<file path="config.mk">
export PLATFORM = sky130hd
export DESIGN_NAME = score_display
export DESIGN_NICKNAME = d
export VERILOG_FILES = /design/src/rtl/score_display.sv
export SDC_FILE = /design/constraint.sdc
export NUM_CORES = 1
export LEC_CHECK = 0
export ABC_AREA = 1
export BUFFER_PORTS_ARGS = -buffer_cell sky130_fd_sc_hd__buf_2
export CORE_MARGIN = 5
export CORE_UTILIZATION = 40
export CTS_CLUSTER_SIZE = 40
export DETAILED_ROUTE_END_ITERATION = 8
export PLACE_DENSITY = 0.54
export SLEW_MARGIN = 30
export SYNTH_ARGS = -nofsm -noshare
export SYNTH_HDL_FRONTEND = slang
export SYNTH_SLANG_ARGS = --single-unit
export TNS_END_PERCENT = 20
</file>
<file path="constraint.sdc">
create_clock -name clk3 -period 2.6 [get_ports clk3]
set_clock_uncertainty 0.15 [all_clocks]
set_input_delay 0.26 -clock clk3 [delete_from_list [all_inputs] [get_ports clk3]]
set_output_delay 0.26 -clock clk3 [all_outputs]
set_load 0.005 [all_outputs]
</file>
<file path="src/rtl/score_display.sv">
// rtl/score_display.sv - binary score to BCD via double-dabble, scanned 7-segment display, session high score
module score_display #(
    parameter int SCORE_W  = 14,
    parameter int NDIG     = 4,
    parameter int SCAN_DIV = 0
) (
    input  logic               clk3,
    input  logic               reset,
    input  logic [SCORE_W-1:0] score,
    input  logic               game_over,
    output logic [6:0]         seg,
    output logic [NDIG-1:0]    an,
    output logic [SCORE_W-1:0] hi_score,
    output logic               busy
);

    localparam int BW = 4 * NDIG;
    localparam int CW = $clog2(SCORE_W + 1);
    localparam int DW = (NDIG > 1) ? $clog2(NDIG) : 1;
    localparam int PW = (SCAN_DIV > 0) ? $clog2(SCAN_DIV + 1) : 1;
    localparam logic [31:0] MAXV = 32'(10 ** NDIG - 1);
    localparam logic [SCORE_W-1:0] MAXV_S = MAXV[SCORE_W-1:0];

    typedef enum logic [1:0] {
        IDLE  = 2'd0,
        SHIFT = 2'd1,
        DONE  = 2'd2
    } state_t;

    state_t             state;
    state_t             state_next;
    logic [SCORE_W-1:0] last;
    logic [SCORE_W-1:0] bin;
    logic [BW-1:0]      bcd;
    logic [BW-1:0]      disp;
    logic [CW-1:0]      bitcnt;
    logic [DW-1:0]      digit;
    logic [PW-1:0]      presc;
    logic               go_d;

    logic [BW-1:0]      bcd_adj;
    logic [BW-1:0]      bcd_sh;
    logic [SCORE_W-1:0] bin_sh;
    logic [SCORE_W-1:0] score_clamped;
    logic               score_changed;
    logic [3:0]         nib;
    logic [BW-1:0]      upper;
    logic [6:0]         seg_pat;
    logic [NDIG-1:0]    an_pat;

    assign score_changed = (score != last);
    // Scores beyond the displayable range convert as all nines; last keeps the raw value.
    assign score_clamped = (32'(score) > MAXV) ? MAXV_S : score;
    assign busy          = (state != IDLE);

    // Add-3 correction of every nibble >= 5, then one left shift of {bcd, bin}.
    always_comb begin
        bcd_adj = bcd;
        for (int i = 0; i < NDIG; i++) begin
            if (bcd[4*i +: 4] >= 4'd5) begin
                bcd_adj[4*i +: 4] = bcd[4*i +: 4] + 4'd3;
            end
        end
        {bcd_sh, bin_sh} = {bcd_adj, bin} << 1;
    end

    // Conversion FSM next-state.
    always_comb begin
        state_next = state;
        case (state)
            IDLE:    if (score_changed) state_next = SHIFT;
            SHIFT:   if (bitcnt == CW'(1)) state_next = DONE;
            DONE:    state_next = IDLE;
            default: state_next = IDLE;
        endcase
    end

    // Conversion FSM state register.
    always_ff @(posedge clk3 or negedge reset) begin
        if (!reset) begin
            state <= IDLE;
        end else begin
            state <= state_next;
        end
    end

    // Conversion datapath: latch score, shift, publish the finished BCD to disp.
    always_ff @(posedge clk3 or negedge reset) begin
        if (!reset) begin
            last   <= '0;
            bin    <= '0;
            bcd    <= '0;
            bitcnt <= '0;
            disp   <= '0;
        end else begin
            case (state)
                IDLE: begin
                    if (score_changed) begin
                        last   <= score;
                        bin    <= score_clamped;
                        bcd    <= '0;
                        bitcnt <= CW'(SCORE_W);
                    end
                end
                SHIFT: begin
                    bcd    <= bcd_sh;
                    bin    <= bin_sh;
                    bitcnt <= bitcnt - CW'(1);
                end
                DONE: disp <= bcd;
                default: ;
            endcase
        end
    end

    // Segment pattern of the current digit, blanking leading zeros above digit 0.
    always_comb begin
        nib   = disp[4*int'(digit) +: 4];
        upper = disp >> (4 * int'(digit));
        an_pat = ~(NDIG'(1) << digit);
        case (nib)
            4'd0:    seg_pat = 7'h40;
            4'd1:    seg_pat = 7'h79;
            4'd2:    seg_pat = 7'h24;
            4'd3:    seg_pat = 7'h30;
            4'd4:    seg_pat = 7'h19;
            4'd5:    seg_pat = 7'h12;
            4'd6:    seg_pat = 7'h02;
            4'd7:    seg_pat = 7'h78;
            4'd8:    seg_pat = 7'h00;
            4'd9:    seg_pat = 7'h10;
            default: seg_pat = 7'h7F;
        endcase
        if ((digit != '0) && (upper == '0)) begin
            seg_pat = 7'h7F;
        end
    end

    // Digit scan: seg and an are registered together from the same digit index.
    always_ff @(posedge clk3 or negedge reset) begin
        if (!reset) begin
            presc <= '0;
            digit <= '0;
            seg   <= 7'h7F;
            an    <= '1;
        end else begin
            seg <= seg_pat;
            an  <= an_pat;
            if (presc == PW'(SCAN_DIV)) begin
                presc <= '0;
                digit <= (digit == DW'(NDIG - 1)) ? '0 : digit + DW'(1);
            end else begin
                presc <= presc + PW'(1);
            end
        end
    end

    // High score is evaluated only on the game_over rising edge.
    always_ff @(posedge clk3 or negedge reset) begin
        if (!reset) begin
            go_d     <= 1'b0;
            hi_score <= '0;
        end else begin
            go_d <= game_over;
            if (game_over && !go_d && (score > hi_score)) begin
                hi_score <= score;
            end
        end
    end

endmodule

</file>
==> results of run 1 <==
==> power groups by stage <==
stage / Clock (mW) / Sequential, mW / Combinational (mW)
2_1_floorplan: 0 / 2.52 / 2.40
3_3_place_gp: 0 / 2.59 / 3.07
3_5_place_dp: 0 / 2.61 / 3.13
4_1_cts: 1.40 / 2.59 / 3.14
5_1_grt: 1.44 / 2.69 / 3.67
6_report: 1.35 / 2.59 / 3.09
==> logic make-up (layout without fill, tap and decap cells) <==
group | count (synthesis) | in the layout
flip-flops | 94 | 94
adder cells (fa/ha/maj) | 33 | 33
AND/OR/NAND/NOR | 363 | 363
AO/OA/AOI/OAI | 86 | 86
XOR/XNOR | 5 | 5
buffers and inverters | 110 | 156
==> registers in the layout, indices dropped and copies added (netlist names) <==
name and count:
bin 14, bitcnt 4, disp 16, bcd 16, state 2, an 4, last 14, digit 2
go_d 1, seg 7, hi_score 14
==> cell type report <==
cell class / count / area, um2
Fill cell: 1306 / 6770
Multi-Input combinational cell: 487 / 2410
Sequential cell: 94 / 2370
Inverter: 87 / 327
Timing Repair Buffer: 53 / 325
Clock buffer: 13 / 260
Tap cell: 172 / 215
Clock inverter: 3 / 42.5
==> path summary, 6_finish.rpt <==
kind / from / endpoint / slack (ps) / depth (start not counted)
worst max-delay path: hi_score[9] / hi_score[9] / 280 / 10
worst min-delay path: score[11] / hi_score[11] / 50 / 3
worst max register to register: hi_score[9] / hi_score[9] / 280 / 10
worst min register to register: bin[13] / bcd[0] / 340 / 2
max in group asynchronous: reset / last[9] / 1270 / 3
min in group asynchronous: reset / disp[0] / 350 / 2
==> per-stage QoR <==
stage	total power, mW	hold slack, ps
final	7.02	51.7
after global routing	7.80	51.4
after CTS	7.13	37.2
after detailed placement	5.74	196
after global placement	5.66	190
after floorplan	4.93	-186
==> critical path: cells and delay by family (launching register included) <==
family | cells | cell delay, ps
buffers and inverters | 1 | 50
AND/OR/NAND/NOR | 8 | 1350
flip-flops | 1 | 370
adder cells (fa/ha/maj) | 1 | 290
==> synthesized netlist by cell type, types with 2 or more instances <==
cell      count
a21oi_1      25
buf_1         2
buf_2         6
buf_4         3
buf_6         5
clkbuf_1      7
dfrtp_1      83
dfstp_2      11
ha_1         33
inv_1        85
inv_2         2
nand2_1     231
nand2_2       2
nand2_4       2
nand3_1      71
nor2_1       48
nor3_1        2
o21ai_0      54
o31ai_1       2
xnor2_1       2
xor2_1        3
==> metal layers <==
metal	vias to the layer above	track usage (%)	wire (um)
met4	0	4.06	106
met3	8	3.95	381
met1	2004	17.7	4990
met5	-	0	0
met2	62	26.6	5350
li1	2250	-	-
==> cell usage in the layout (no fill, tap or decap), drive strengths merged, types with 2 or more instances in the layout <==
| cell | Yosys | final |
|---|---|---|
| dfrtp | 83 | 83 |
| dfstp | 11 | 11 |
| nor2 | 50 | 50 |
| nand2 | 235 | 235 |
| o31ai | 2 | 2 |
| nand3 | 71 | 71 |
| xnor2 | 2 | 2 |
| nor3 | 2 | 2 |
| o21ai | 56 | 56 |
| xor2 | 3 | 3 |
| a21oi | 25 | 25 |
| clkbuf | 7 | 13 |
| buf | 16 | 51 |
| ha | 33 | 33 |
| dlygate4sd3 | 0 | 2 |
| inv | 87 | 87 |
==> timing repair <==
| item | in CTS | in global routing |
|---|---|---|
| hold buffers | 2 | 0 |
| pin swaps | 0 | 0 |
| resized for setup | 1 | 1 |
| endpoints found under the setup margin | 14 | 14 |
| hold endpoints to repair | 39 | 0 |
==> qor.yml, run 1 <==
power:
  switchingPower_mw: 2.88
  p_seq_share_pct: 36.8
  p_per_area_nw_per_um2: 1180
  clkPwrFrac_pct: 19.2
  p_leak_nw: 3.26
  p_comb_share_pct: 44.0
  ir_worst_vdd_mv: 0.532
  switching_share_pct: 41.0
  internal_power_mw: 4.14
synthesis:
  async_flop_share_pct: 100
  yosys.area_share.simple_pct: 28.7
  yosysTopAreaCell: "dfrtp_1"
  yosys_warnings: 0
  synth_xor_xnor_area_share_pct: 0.836
  ys.flop_type: "dfrtp_1"
  syn-num-nets: 741
  ys_types: 33
  syn_area_per_cell_um2: 7.59
  syn_area_um2: 5240
  synthCells: 691
  synth-compound-area-share_pct: 8.50
  ys_ff_latch: 94
  synth_edf_count: 0
  synth_top_family_by_area: "simple AND/OR/NAND/NOR gates"
  ys_seq_area_share_pct: 45.1
  synthMuxAreaShare_pct: 0
  synth_top_area_share_pct: 39.6
  synthAdderAreaFrac_pct: 7.88
  synthTopCellsByArea: "dfrtp_1 (40%), nand2_1 (17%), ha_1 (7.9%), nand3_1 (6.8%), inv_1 (6.1%)"
die:
  core_area_um2: 12700
  dieArea_um2: 15500
  die_height_um: 124
  io_pins: 43
  die_x_um: 124
  rows: 41
  start_util_pct: 41.2
grt:
  grt_pass1_wl_um: 19500
  grt_use_total_pct: 14.9
  grt_antenna_before_repair: 0
  grt_max_degree: 51
  grt_pass1_vias: 4328
  overflow: 0
clocking:
  cts_tree: "built"
  path_clk_slew_ps: 60
  cts_buffer_depth: 2
  cts_sinks: 94
  cts_buffers: 9
  insertion_delay_ps: 340
  post-cts-setup-buffer-count: 0
  cts_max_level: 3
  cts-root-buf: "clkbuf_16"
timing:
  max_freq_mhz: 432
  fin_setup_tns_ps: 0
  slew_viol_final: 0
  fin_crit_ps: 2320
  min_period_over_period_pct: 89.1
  worst_pin_slew_ps: 813
  setup-violations-final: 0
  relSlewSlack_pct: 45.7
  rsz0062_at_grt: "false"
  worst_slack_ps: 284
  timing.final.hold_violations: 0
finish:
  nets: 782
  final_cells: 909
  design_area_um2: 5950
  drive_above_1_share_pct: 11.9
  area_growth_pct: 13.5
  utilization_pct: 46.8
  antenna_cells: 0
route:
  viasPerCell: 4.76
  drc_errors: 0
  drt_pass1_iterations: 4
  routed_wl_um: 10800
  vias: 4324
  drtIter0Drc: 234
  wl_per_cell_um: 11.9
  postRouteAntennaNets: 0
min_path:
  hp-class: "in2reg"
worst_setup_path:
  arrival_ps: 2400
  crit_path_start_kind: "flop"
  path_common_cell: "nand2_1"
  crit_path_cell_trace: "inv_1 > ha_1 > nand2_1 > nor2_1 > nand2_1 > nor2_1 > nor3b_4 > nand2_2 > nand2_1 > nand2_1"
  worst_path_max_delay_cell: "nor3b_4"
  cp-end-kind: "flop"
  crit_fanout: 15
  slowest_delay_ps: 550
  worst-setup-path-type: "reg2reg"
  worstPathRequired_ps: 2680
run_status:
  status: "finished clean"
run:
  drv_cap: 0
placement:
  portBuffers: 42
  placed_area_um2: 5620
  placedCellCount: 891
  place_ws_ps: -156
  place_hpwl_um: 7620
  gp_congestion: 0.786
(Power assumes the default switching activity.)
==> run 2, diff against run 1 <==
Settings changed: CORE_MARGIN 5 to unset.
==> qor.yml, run 2 (synthesis gave the netlist of run 1 again) <==
run:
  drv_cap: 0
route:
  drt_pass1_iterations: 4
  viasPerCell: 4.78
  routed_wl_um: 10900
  vias: 4366
  postRouteAntennaNets: 0
  wl_per_cell_um: 11.9
  drc_errors: 0
  drtIter0Drc: 181
worst_setup_path:
  slowest_delay_ps: 620
  worstPathRequired_ps: 2740
  worst_path_max_delay_cell: "dfrtp_1"
  reg2reg_depth: 11
  r2r_end: "seg[3]"
  cp-end-kind: "flop"
  arrival_ps: 2450
  crit_path_start_kind: "flop"
  r2r_slack_ps: 290
  worst-setup-path-type: "reg2reg"
  crit_path_cell_trace: "inv_2 > nand2_1 > o21ai_0 > o21ai_0 > inv_1 > ha_1 > inv_1 > nor2_1 > o21ai_0 > inv_1 > nand2_1"
  crit_fanout: 15
  r2r-start: "digit[0]"
clocking:
  post-cts-setup-buffer-count: 0
  cts_max_level: 3
  cts_tree: "built"
  cts_sinks: 94
  cts_buffers: 9
  path_clk_slew_ps: 70
  cts_buffer_depth: 2
  cts-root-buf: "clkbuf_16"
  insertion_delay_ps: 350
timing:
  worst_slack_ps: 292
  slew_viol_final: 0
  hold_ws_ps: 41.1
  setup-violations-final: 0
  rsz0062_at_grt: "false"
  min_period_over_period_pct: 88.8
  max_freq_mhz: 433
  worst_pin_slew_ps: 851
  timing.final.hold_violations: 0
  fin_setup_tns_ps: 0
  relSlewSlack_pct: 43.1
  fin_crit_ps: 2310
finish:
  final_cells: 913
  fillers: 1306
  final_common_cell: "nand2_1"
  area_growth_pct: 14.7
  utilization_pct: 47.3
  reg_top3: "bcd (16), disp (16)"
  antenna_cells: 0
  nets: 786
  drive_above_1_share_pct: 12.7
  design_area_um2: 6010
  final_cell_mix: "nand2_1 (230), inv_1 (85), dfrtp_1 (83), nand3_1 (71), o21ai_0 (54)"
die:
  dieArea_um2: 13600
  die_height_um: 116
  die_x_um: 116
  start_util_pct: 41.2
  rows: 41
  core_area_um2: 12700
  io_pins: 43
placement:
  placed_area_um2: 5640
  placedCellCount: 895
  portBuffers: 42
  gp_congestion: 0.782
  place_ws_ps: -118
  place_hpwl_um: 7740
grt:
  overflow: 0
  grt_pass1_wl_um: 18700
  grt_pass1_vias: 4088
  grt_use_total_pct: 17.9
  grt_max_degree: 49
  grt_antenna_before_repair: 0
run_status:
  status: "finished clean"
min_path:
  hp-class: "in2reg"
  min_from: "score[0]"
  whs_path_depth: 3
  hold_path_end: "hi_score[0]"
power:
  p_per_area_nw_per_um2: 1200
  p_total_mw: 7.19
  p_leak_nw: 3.30
  ir_worst_vdd_mv: 0.411
==> run 2: cell count changes in the layout (fill, tap and decap cells not counted) <==
cell        previous run  this run
buf_4                  8        13
clkinv_4               0         1
clkinv_2               1         2
clkbuf_1               2         0
clkbuf_8               2         1
clkinvlp_4             1         0
buf_12                 2         1
bufinv_16              1         3
==> run 2: routing by layer <==
| layer | global-route usage [%] | vias up | wire length, um |
|---|---|---|---|
| met3 | 3.94 | 15 | 359 |
| met5 | 0 | - | 0 |
| met2 | 31.8 | 67 | 5400 |
| li1 | - | 2262 | - |
| met4 | 6.92 | 0 | 199 |
| met1 | 21.0 | 2022 | 4930 |
==> run 2: power by group <==
part           total, mW  leakage, nW  switching, mW  internal, mW
Sequential          2.58         1.13          0.442          2.14
Clock               1.54        0.172          0.580         0.964
Combinational       3.07         1.99           1.87          1.20
==> run 2: what timing repair did <==
action	in CTS	in global routing
setup endpoints to repair	14	14
hold endpoints to repair	36	0
resized for setup	1	1
hold buffers	2	0
==> run 2: cell type report <==
class	instances	area, um2	share of cell area, %
Sequential cell	94	2370	39.3
Tap cell	172	215	3.58
Timing Repair Buffer	57	343	5.70
Inverter	87	327	5.43
Multi-Input combinational cell	487	2410	40.2
Clock inverter	6	109	1.81
Clock buffer	10	239	3.97
==> run 2: worst max path at each step <==
stage,start,to,slack [ps],cells after the start
6_report,digit[0],seg[3],290,11
5_1_grt,digit[0],seg[1],30,12
4_1_cts,hi_score[5],hi_score[5],140,10
3_5_place_dp,score[5],hi_score[5],-120,10
3_3_place_gp,score[3],hi_score[8],-30,10
2_1_floorplan,digit[0],seg[3],670,10
==> run 2: worst max-delay path, delay by kind of cell (launching register included) <==
kind	cells	cell delay, ps
buf+inv	4	430
compound gates	3	550
fa+ha+maj	1	310
simple gates	3	200
flops	1	620
==> run 3, diff against run 2 <==
--- a/config.mk
+++ b/config.mk
@@ -13,2 +13,3 @@
 export PLACE_DENSITY = 0.54
+export REMOVE_ABC_BUFFERS = 1
 export SLEW_MARGIN = 30
--- a/constraint.sdc
+++ b/constraint.sdc
@@ -4,2 +4,2 @@
 set_output_delay 0.26 -clock clk3 [all_outputs]
-set_load 0.005 [all_outputs]
+set_load 0.02 [all_outputs]
==> qor.yml, run 3 (synthesis gave the netlist of run 1 again) <==
run_status:
  status: "finished clean"
power:
  ir_worst_vdd_mv: 0.442
  internal_power_mw: 4.50
  clkPwrFrac_pct: 22.3
  switchingPower_mw: 3.14
  switching_share_pct: 41.1
  p_seq_share_pct: 34.0
  p_total_mw: 7.63
  p_per_area_nw_per_um2: 1250
  p_comb_share_pct: 43.7
  p_leak_nw: 3.34
clocking:
  cts_sinks: 94
  cts_max_level: 3
  cts-root-buf: "clkbuf_16"
  path_clk_slew_ps: 70
  cts_buffers: 9
  cts_tree: "built"
  cts_buffer_depth: 2
  insertion_delay_ps: 350
timing:
  fin_crit_ps: 2160
  fin_setup_tns_ps: 0
  rsz0062_at_grt: "false"
  max_freq_mhz: 463
  worst_slack_ps: 440
  setup-violations-final: 0
  hold_ws_ps: 46.9
  timing.final.hold_violations: 0
  slew_viol_final: 0
  worst_pin_slew_ps: 839
  relSlewSlack_pct: 43.9
  min_period_over_period_pct: 83.1
route:
  wl_per_cell_um: 12.4
  drt_pass1_iterations: 5
  vias: 4433
  postRouteAntennaNets: 0
  viasPerCell: 4.83
  routed_wl_um: 11400
  drc_errors: 0
  drtIter0Drc: 225
min_path:
  whs_path_depth: 3
  hold_path_end: "hi_score[0]"
  min_from: "score[0]"
  hp-class: "in2reg"
worst_setup_path:
  arrival_ps: 2300
  crit_path_start_kind: "flop"
  worstPathRequired_ps: 2740
  crit_fanout: 14
  r2r_end: "hi_score[6]"
  r2r_slack_ps: 440
  cp-end-kind: "flop"
  r2r-start: "hi_score[13]"
  reg2reg_depth: 11
  worst-setup-path-type: "reg2reg"
grt:
  grt_use_total_pct: 18.6
  grt_antenna_before_repair: 0
  overflow: 0
  grt_pass1_vias: 4034
  grt_pass1_wl_um: 19500
  grt_max_degree: 50
die:
  die_x_um: 116
  rows: 41
  dieArea_um2: 13600
  io_pins: 43
  start_util_pct: 41.2
  core_area_um2: 12700
  die_height_um: 116
placement:
  place_ws_ps: -255
  place_hpwl_um: 8060
  gp_congestion: 0.827
  placed_area_um2: 5650
  portBuffers: 42
  placedCellCount: 895
run:
  drv_cap: 0
finish:
  nets: 790
  fillers: 1298
  utilization_pct: 48.0
  final_common_cell: "nand2_1"
  area_growth_pct: 16.5
  final_cells: 917
  drive_above_1_share_pct: 13.0
  reg_top3: "bcd (16), disp (16)"
  final_cell_mix: "nand2_1 (230), inv_1 (85), dfrtp_1 (83), nand3_1 (71), o21ai_0 (54)"
  antenna_cells: 0
  design_area_um2: 6110
[run 3: cell types whose count changed in the layout (fill, tap and decap cells not counted)]
cell        change
clkbuf_1        +1
clkinv_4        -1
bufinv_16       +2
clkinvlp_4      +1
clkinv_2        -2
clkbuf_8        -1
buf_4           +2
buf_12          +2
[run 3: power by group through the flow]
stage	sequential, mW	combinational (mW)	clock [mW]
final	2.59	3.34	1.70
after detailed placement	2.61	3.35	0
after global routing	2.69	3.92	1.80
after global placement	2.59	3.28	0
after CTS	2.59	3.36	1.74
after floorplan	2.70	2.24	0
[run 3: final cells by class]
| class | count | area (um2) | share of cell area, % |
|---|---|---|---|
| Clock inverter | 6 | 158 | 2.58 |
| Clock buffer | 10 | 229 | 3.75 |
| Multi-Input combinational cell | 487 | 2410 | 39.5 |
| Tap cell | 172 | 215 | 3.52 |
| Timing Repair Buffer | 61 | 398 | 6.52 |
| Inverter | 87 | 327 | 5.35 |
| Sequential cell | 94 | 2370 | 38.7 |
[run 3: worst max path at each step]
| stage | from | to | cells past startpoint |
|---|---|---|---|
| 5_1_grt | hi_score[13] | hi_score[6] | 11 |
| 2_1_floorplan | hi_score[9] | hi_score[0] | 10 |
| 3_3_place_gp | score[7] | hi_score[13] | 10 |
| 4_1_cts | hi_score[13] | hi_score[6] | 10 |
| 3_5_place_dp | hi_score[13] | hi_score[2] | 10 |
| 6_report | hi_score[13] | hi_score[6] | 11 |
[run 3: timing repair]
action | CTS | global route
setup buffers | 0 | 4
gates cloned | 0 | 0
resized for setup | 1 | 1
hold buffers | 2 | 0
setup endpoints to repair | 14 | 14
endpoints found under the hold margin | 48 | 0
pin swaps | 0 | 1
[run 3: critical path, cell delays in order, from the launching register on]
cell     delay [ps]
dfrtp_1         370
inv_1            50
ha_1            290
nand2_1          70
nor2_1          190
nand2_1         130
nor2_1          200
nor3b_4          70
buf_12          140
nand2_2         260
nand2_1         100
nand2_1          70
[run 3: metal layers]
metal,track usage (%),routed length (um),share of wire [%],up-vias
li1,-,-,-,2273
met2,27.8,5030,44,77
met5,0,0,0,-
met1,26.5,5720,50,2071
met4,7.52,199,1.8,0
met3,3.32,418,3.7,12
